--- src/rtl/mips_pkg.sv ---
// Shared MIPS datapath constants used by the write-back / register-file slice.
package mips_pkg;

  localparam int DATA_W     = 32;
  localparam int REG_ADDR_W = 5;
  localparam int NUM_REGS   = 32;

  localparam logic [REG_ADDR_W-1:0] REG_ZERO = '0;

endpackage

--- src/rtl/regfile_core.sv ---
// Architectural register storage: one synchronous write port, three raw
// combinational read ports, every entry cleared by the asynchronous reset.
// Zero-register and bypass policy live in the parent; the core stores whatever
// it is told to store.
module regfile_core
  import mips_pkg::*;
#(
  parameter int DATA_W   = mips_pkg::DATA_W,
  parameter int ADDR_W   = mips_pkg::REG_ADDR_W,
  parameter int NUM_REGS = mips_pkg::NUM_REGS
) (
  input  logic              clk,
  input  logic              reset,
  input  logic              we,
  input  logic [ADDR_W-1:0] waddr,
  input  logic [DATA_W-1:0] wdata,
  input  logic [ADDR_W-1:0] raddr_a,
  input  logic [ADDR_W-1:0] raddr_b,
  input  logic [ADDR_W-1:0] raddr_c,
  output logic [DATA_W-1:0] rdata_a,
  output logic [DATA_W-1:0] rdata_b,
  output logic [DATA_W-1:0] rdata_c
);

  logic [DATA_W-1:0] regs [NUM_REGS];

  // Storage update: reset clears every entry, otherwise commit the write port.
  always_ff @(posedge clk or posedge reset) begin
    if (reset) begin
      for (int i = 0; i < NUM_REGS; i++) begin
        regs[i] <= '0;
      end
    end else if (we) begin
      regs[waddr] <= wdata;
    end
  end

  assign rdata_a = regs[raddr_a];
  assign rdata_b = regs[raddr_b];
  assign rdata_c = regs[raddr_c];

endmodule

--- src/rtl/wb_regfile.sv ---
// Write-back stage plus register file: selects the write-back value, commits
// it to storage, serves two bypassed ID read ports and a raw debug port, and
// counts committed writes with a saturating counter.
module wb_regfile
  import mips_pkg::*;
#(
  parameter int DATA_W   = mips_pkg::DATA_W,
  parameter int ADDR_W   = mips_pkg::REG_ADDR_W,
  parameter int NUM_REGS = mips_pkg::NUM_REGS,
  parameter bit BYPASS   = 1'b1
) (
  input  logic              clk,
  input  logic              reset,
  input  logic [DATA_W-1:0] wb_alu_result,
  input  logic [DATA_W-1:0] wb_read_data,
  input  logic [ADDR_W-1:0] wb_write_reg,
  input  logic              wb_mem_to_reg,
  input  logic              wb_reg_write,
  input  logic [ADDR_W-1:0] rs_addr,
  input  logic [ADDR_W-1:0] rt_addr,
  output logic [DATA_W-1:0] rs_data,
  output logic [DATA_W-1:0] rt_data,
  output logic [DATA_W-1:0] wb_data,
  output logic              wb_commit,
  input  logic [ADDR_W-1:0] dbg_addr,
  output logic [DATA_W-1:0] dbg_data,
  output logic [31:0]       wr_count
);

  localparam logic [ADDR_W-1:0] ZERO_IDX = '0;

  logic [DATA_W-1:0] raw_rs;
  logic [DATA_W-1:0] raw_rt;

  // A write to r0 is not a commit: it neither reaches storage nor counts.
  assign wb_data   = wb_mem_to_reg ? wb_read_data : wb_alu_result;
  assign wb_commit = wb_reg_write && (wb_write_reg != ZERO_IDX);

  regfile_core #(
    .DATA_W   (DATA_W),
    .ADDR_W   (ADDR_W),
    .NUM_REGS (NUM_REGS)
  ) u_core (
    .clk     (clk),
    .reset   (reset),
    .we      (wb_commit),
    .waddr   (wb_write_reg),
    .wdata   (wb_data),
    .raddr_a (rs_addr),
    .raddr_b (rt_addr),
    .raddr_c (dbg_addr),
    .rdata_a (raw_rs),
    .rdata_b (raw_rt),
    .rdata_c (dbg_data)
  );

  // ID read ports: r0 reads zero, a same-cycle commit to the same index is
  // forwarded when bypass is enabled, otherwise the stored value is returned.
  always_comb begin
    rs_data = raw_rs;
    rt_data = raw_rt;
    if (BYPASS && wb_commit && (rs_addr == wb_write_reg)) begin
      rs_data = wb_data;
    end
    if (BYPASS && wb_commit && (rt_addr == wb_write_reg)) begin
      rt_data = wb_data;
    end
    if (rs_addr == ZERO_IDX) begin
      rs_data = '0;
    end
    if (rt_addr == ZERO_IDX) begin
      rt_data = '0;
    end
  end

  // Committed-write counter; sticks at all-ones instead of wrapping.
  always_ff @(posedge clk or posedge reset) begin
    if (reset) begin
      wr_count <= '0;
    end else if (wb_commit && (wr_count != 32'hFFFF_FFFF)) begin
      wr_count <= wr_count + 32'd1;
    end
  end

endmodule

--- config.mk ---
export PLATFORM = sky130hd
export DESIGN_NAME = wb_regfile
export DESIGN_NICKNAME = d
export VERILOG_FILES = /design/src/rtl/mips_pkg.sv /design/src/rtl/regfile_core.sv /design/src/rtl/wb_regfile.sv
export SDC_FILE = /design/constraint.sdc
export NUM_CORES = 2
export LEC_CHECK = 0
export CELL_PAD_IN_SITES_DETAIL_PLACEMENT = 1
export CELL_PAD_IN_SITES_GLOBAL_PLACEMENT = 1
export CORE_UTILIZATION = 50
export CTS_BUF_LIST = sky130_fd_sc_hd__clkbuf_16
export DETAILED_ROUTE_END_ITERATION = 7
export HOLD_SLACK_MARGIN = 0.03
export PLACE_DENSITY_LB_ADDON = 0.2
export SYNTH_ARGS = -nofsm -noshare
export SYNTH_HDL_FRONTEND = slang
export SYNTH_SLANG_ARGS = --single-unit
--- constraint.sdc ---
create_clock -name clk -period 44.8 [get_ports clk]
set_input_delay 6.72 -clock clk [delete_from_list [all_inputs] [get_ports clk]]
set_output_delay 6.72 -clock clk [all_outputs]
set_load 0.01 [all_outputs]
==> results.sh <==
export IMPL_htree_levels=3
export IMPL_die_y_um=357
export IMPL_avgSynthCellArea_um2=11.1
export IMPL_num_rows=129
export IMPL_status="finished, violations left"
export IMPL_tightest_slew_ns=1.48
export IMPL_fin_crit_sh_pct=41.9
export IMPL_die_area_mm2=0.127
export IMPL_fmax_mhz=53.3
export IMPL_cts_inserted_buffers=120
export IMPL_switching_share_pct=33.2
export IMPL_core_area_mm2=0.124
export IMPL_layout_commonest_cell="dfrtp_1"
export IMPL_clkTransAtPathRegs_ns=0.06
export IMPL_synth_seq_cells=1056
export IMPL_ctsHoldBuffers=0
export IMPL_cts_tree="yes"
export IMPL_async_flop_share_pct=100
export IMPL_rsz0062_at_grt="no"
export IMPL_cp_common_cell="buf_4"
export IMPL_setup_worst_path_end_class="output port"
export IMPL_wl_per_cell_um=37.5
export IMPL_maxSlewViolCount=0
export IMPL_dr_pass1_iters=6
export IMPL_area_growth_pct=12.5
export IMPL_wirelength_um=274000
export IMPL_relSlewSlack_pct=1.14
export IMPL_ios=249
export IMPL_netlist_area_mm2=0.0629
export IMPL_globalRouteTotalUtil_pct=43.5
export IMPL_yosysUniqueCellTypes=64
export IMPL_setup_tns_ns=0
export IMPL_io_buffers=248
export IMPL_post_cts_buffers=0
export IMPL_p_leak_nw=29.2
export IMPL_grt_pass1_wl_um=397000
export IMPL_synth_ff_type="dfrtp_1"
export IMPL_rrSetupSlack_ns=42.40
export IMPL_power_density_mw_per_mm2=46.6
export IMPL_final_cell_mix="1056 x dfrtp_1, 684 x mux4_2, 676 x nand2_1, 659 x o21ai_0, 465 x nor2_1"
export IMPL_fin_skew_ns=0.0276
export IMPL_ir_drop_v=0.0000427
export IMPL_synth_edff_count=0
export IMPL_vias=54309
export IMPL_synthCells=5668
export IMPL_slowest_delay_ns=0.84
export IMPL_syn_num_nets=5757
export IMPL_required_ns=38.08
export IMPL_grt_ovfl_total=0
export IMPL_cp_top_family="buffers and inverters"
export IMPL_clk_latency_ns=0.78
export IMPL_crit_type="in2out"
export IMPL_clock_path_buffers=3
export IMPL_crit_buf_inv=5
export IMPL_hold_viol_final=0
export IMPL_place_hpwl_um=161000
export IMPL_avgViaCountPerCell=7.42
export IMPL_gp_congestion=0.911
export IMPL_crit_fanout=46
export IMPL_ys_warn_count=0
export IMPL_ys_seq_area_share_pct=42.0
export IMPL_clock_root_buffer="clkbuf_16"
export IMPL_cp_arrival_ns=12.03
export IMPL_floorplan_initialDensity_pct=50.6
export IMPL_setup_violations=0
export IMPL_min_period_ns=18.75
export IMPL_hp_class="reg2reg"
export IMPL_violations="capacitance limit"
export IMPL_share_comb_of_total_power_pct=26.5
export IMPL_crit_path_start_kind="input port"
export IMPL_cts_resized_gates=0
export IMPL_intPower_mw=2.20
export IMPL_drc=0
export IMPL_p_clk_share_pct=32.0
export IMPL_cts_sinks=1056
export IMPL_grt_max_degree=180
export IMPL_p_switching_mw=1.10
export IMPL_finalNetCount=5657
export IMPL_drive_gt1_share_pct=21.2
export IMPL_crit_chain="buf_8 > buf_4 > buf_4 > buf_4 > mux2i_1 > a22oi_1 > nand2_1 > nor3_1 > nor3_1 > a211oi_1 > clkdlybuf4s50_1"
export IMPL_first_iter_violations=7719
export IMPL_die_w_um=357
export IMPL_maxCapViolCount=1
export IMPL_grt_pass1_vias=55157
export IMPL_seqPwrFrac_pct=41.5
export IMPL_ant_nets=0
export IMPL_antenna_found_initial=13
export IMPL_crit_slowest_cell="buf_4"
export IMPL_post_route_util_pct=56.9
-- per-stage QoR --
stage	area, µm²	std cells	power, mW	hold slack (ns)	worst slack, ns
floorplan	62900	5668	1.89	0.441	8.36
global placement	66600	7083	2.17	0.382	26.16
detailed placement	66600	7083	2.22	0.387	26.11
CTS	70800	7311	3.27	0.400	26.10
global route	70800	7311	3.41	0.418	25.86
finish	70800	7316	3.30	0.404	26.05
-- per-layer routing --
| metal | share of wire, % | up-vias | GRT usage (%) |
|---|---|---|---|
| met5 | 0.012 | - | 0.111 |
| met4 | 7.9 | 6 | 28.1 |
| met3 | 13 | 1151 | 15.0 |
| met2 | 43 | 4023 | 62.5 |
| met1 | 36 | 28116 | 56.3 |
| li1 | - | 21013 | - |
-- synthesized netlist by cell type (all sizes together) (21+ instances only) --
cell       n  share of area, %
dfrtp   1056                42
nand2    688               4.1
mux4     684                24
o21ai    664               5.3
nor2     479               2.9
a21oi    423               3.4
clkbuf   421               2.5
mux2i    293               4.7
buf      201               1.9
nor3      99              0.80
o22ai     81              0.81
mux2      73               1.3
a211oi    51              0.61
a221oi    49              0.68
a22oi     47              0.56
nand3     46              0.39
inv       39              0.23
xnor2     29              0.40
a221o     25              0.40
nor2b     21              0.21
nor4      21              0.21
-- registers in the layout, summed over array words and instances, names as in the netlist --
signal	cells
u_core.regs	1024
wr_count	32
-- cells by family (layout without fill, tap and decap cells) --
family	after synthesis	after routing	synth area share, %
AOI/OAI and AO/OA	1430	1430	12.9
DFF	1056	1056	42.0
adders and majority gates	1	1	0.0199
other	0	5	0
buffers and inverters	662	668	4.64
xor gates and xnor gates	41	41	0.571
muxes	1050	1050	30.4
and+or+nand+nor	1428	1428	9.39
-- power groups by stage --
stage                     Combinational (mW)  Sequential (mW)  Clock (mW)
after floorplan                        0.594             1.30           0
after global placement                 0.819             1.35           0
after detailed placement               0.849             1.37           0
after CTS                              0.859             1.36        1.06
after global routing                   0.928             1.39        1.09
final                                  0.873             1.37        1.06
-- path summary, 6_finish.rpt --
kind                                  start                to  depth (start not counted)
min in group asynchronous             reset      wr_count[18]                          2
hold / removal             u_core.regs[997]  u_core.regs[997]                          0
setup / recovery                 rt_addr[0]        rt_data[4]                         11
max in group asynchronous             reset  u_core.regs[876]                          5
setup reg to reg               wr_count[22]      wr_count[14]                          6
hold reg to reg            u_core.regs[997]  u_core.regs[997]                          0
-- layout make-up --
class                      instances  area (µm²)
clock buffer                     124        3100
clock inverter                   104        1040
inverter                          40         158
tap                             1637        2050
timing repair buffer             400        3730
fill                           12709       53500
multi-input combinational       3950       34200
antenna                            5        12.5
sequential                      1056       26400
Note: power is estimated with default switching activity, not from simulation.
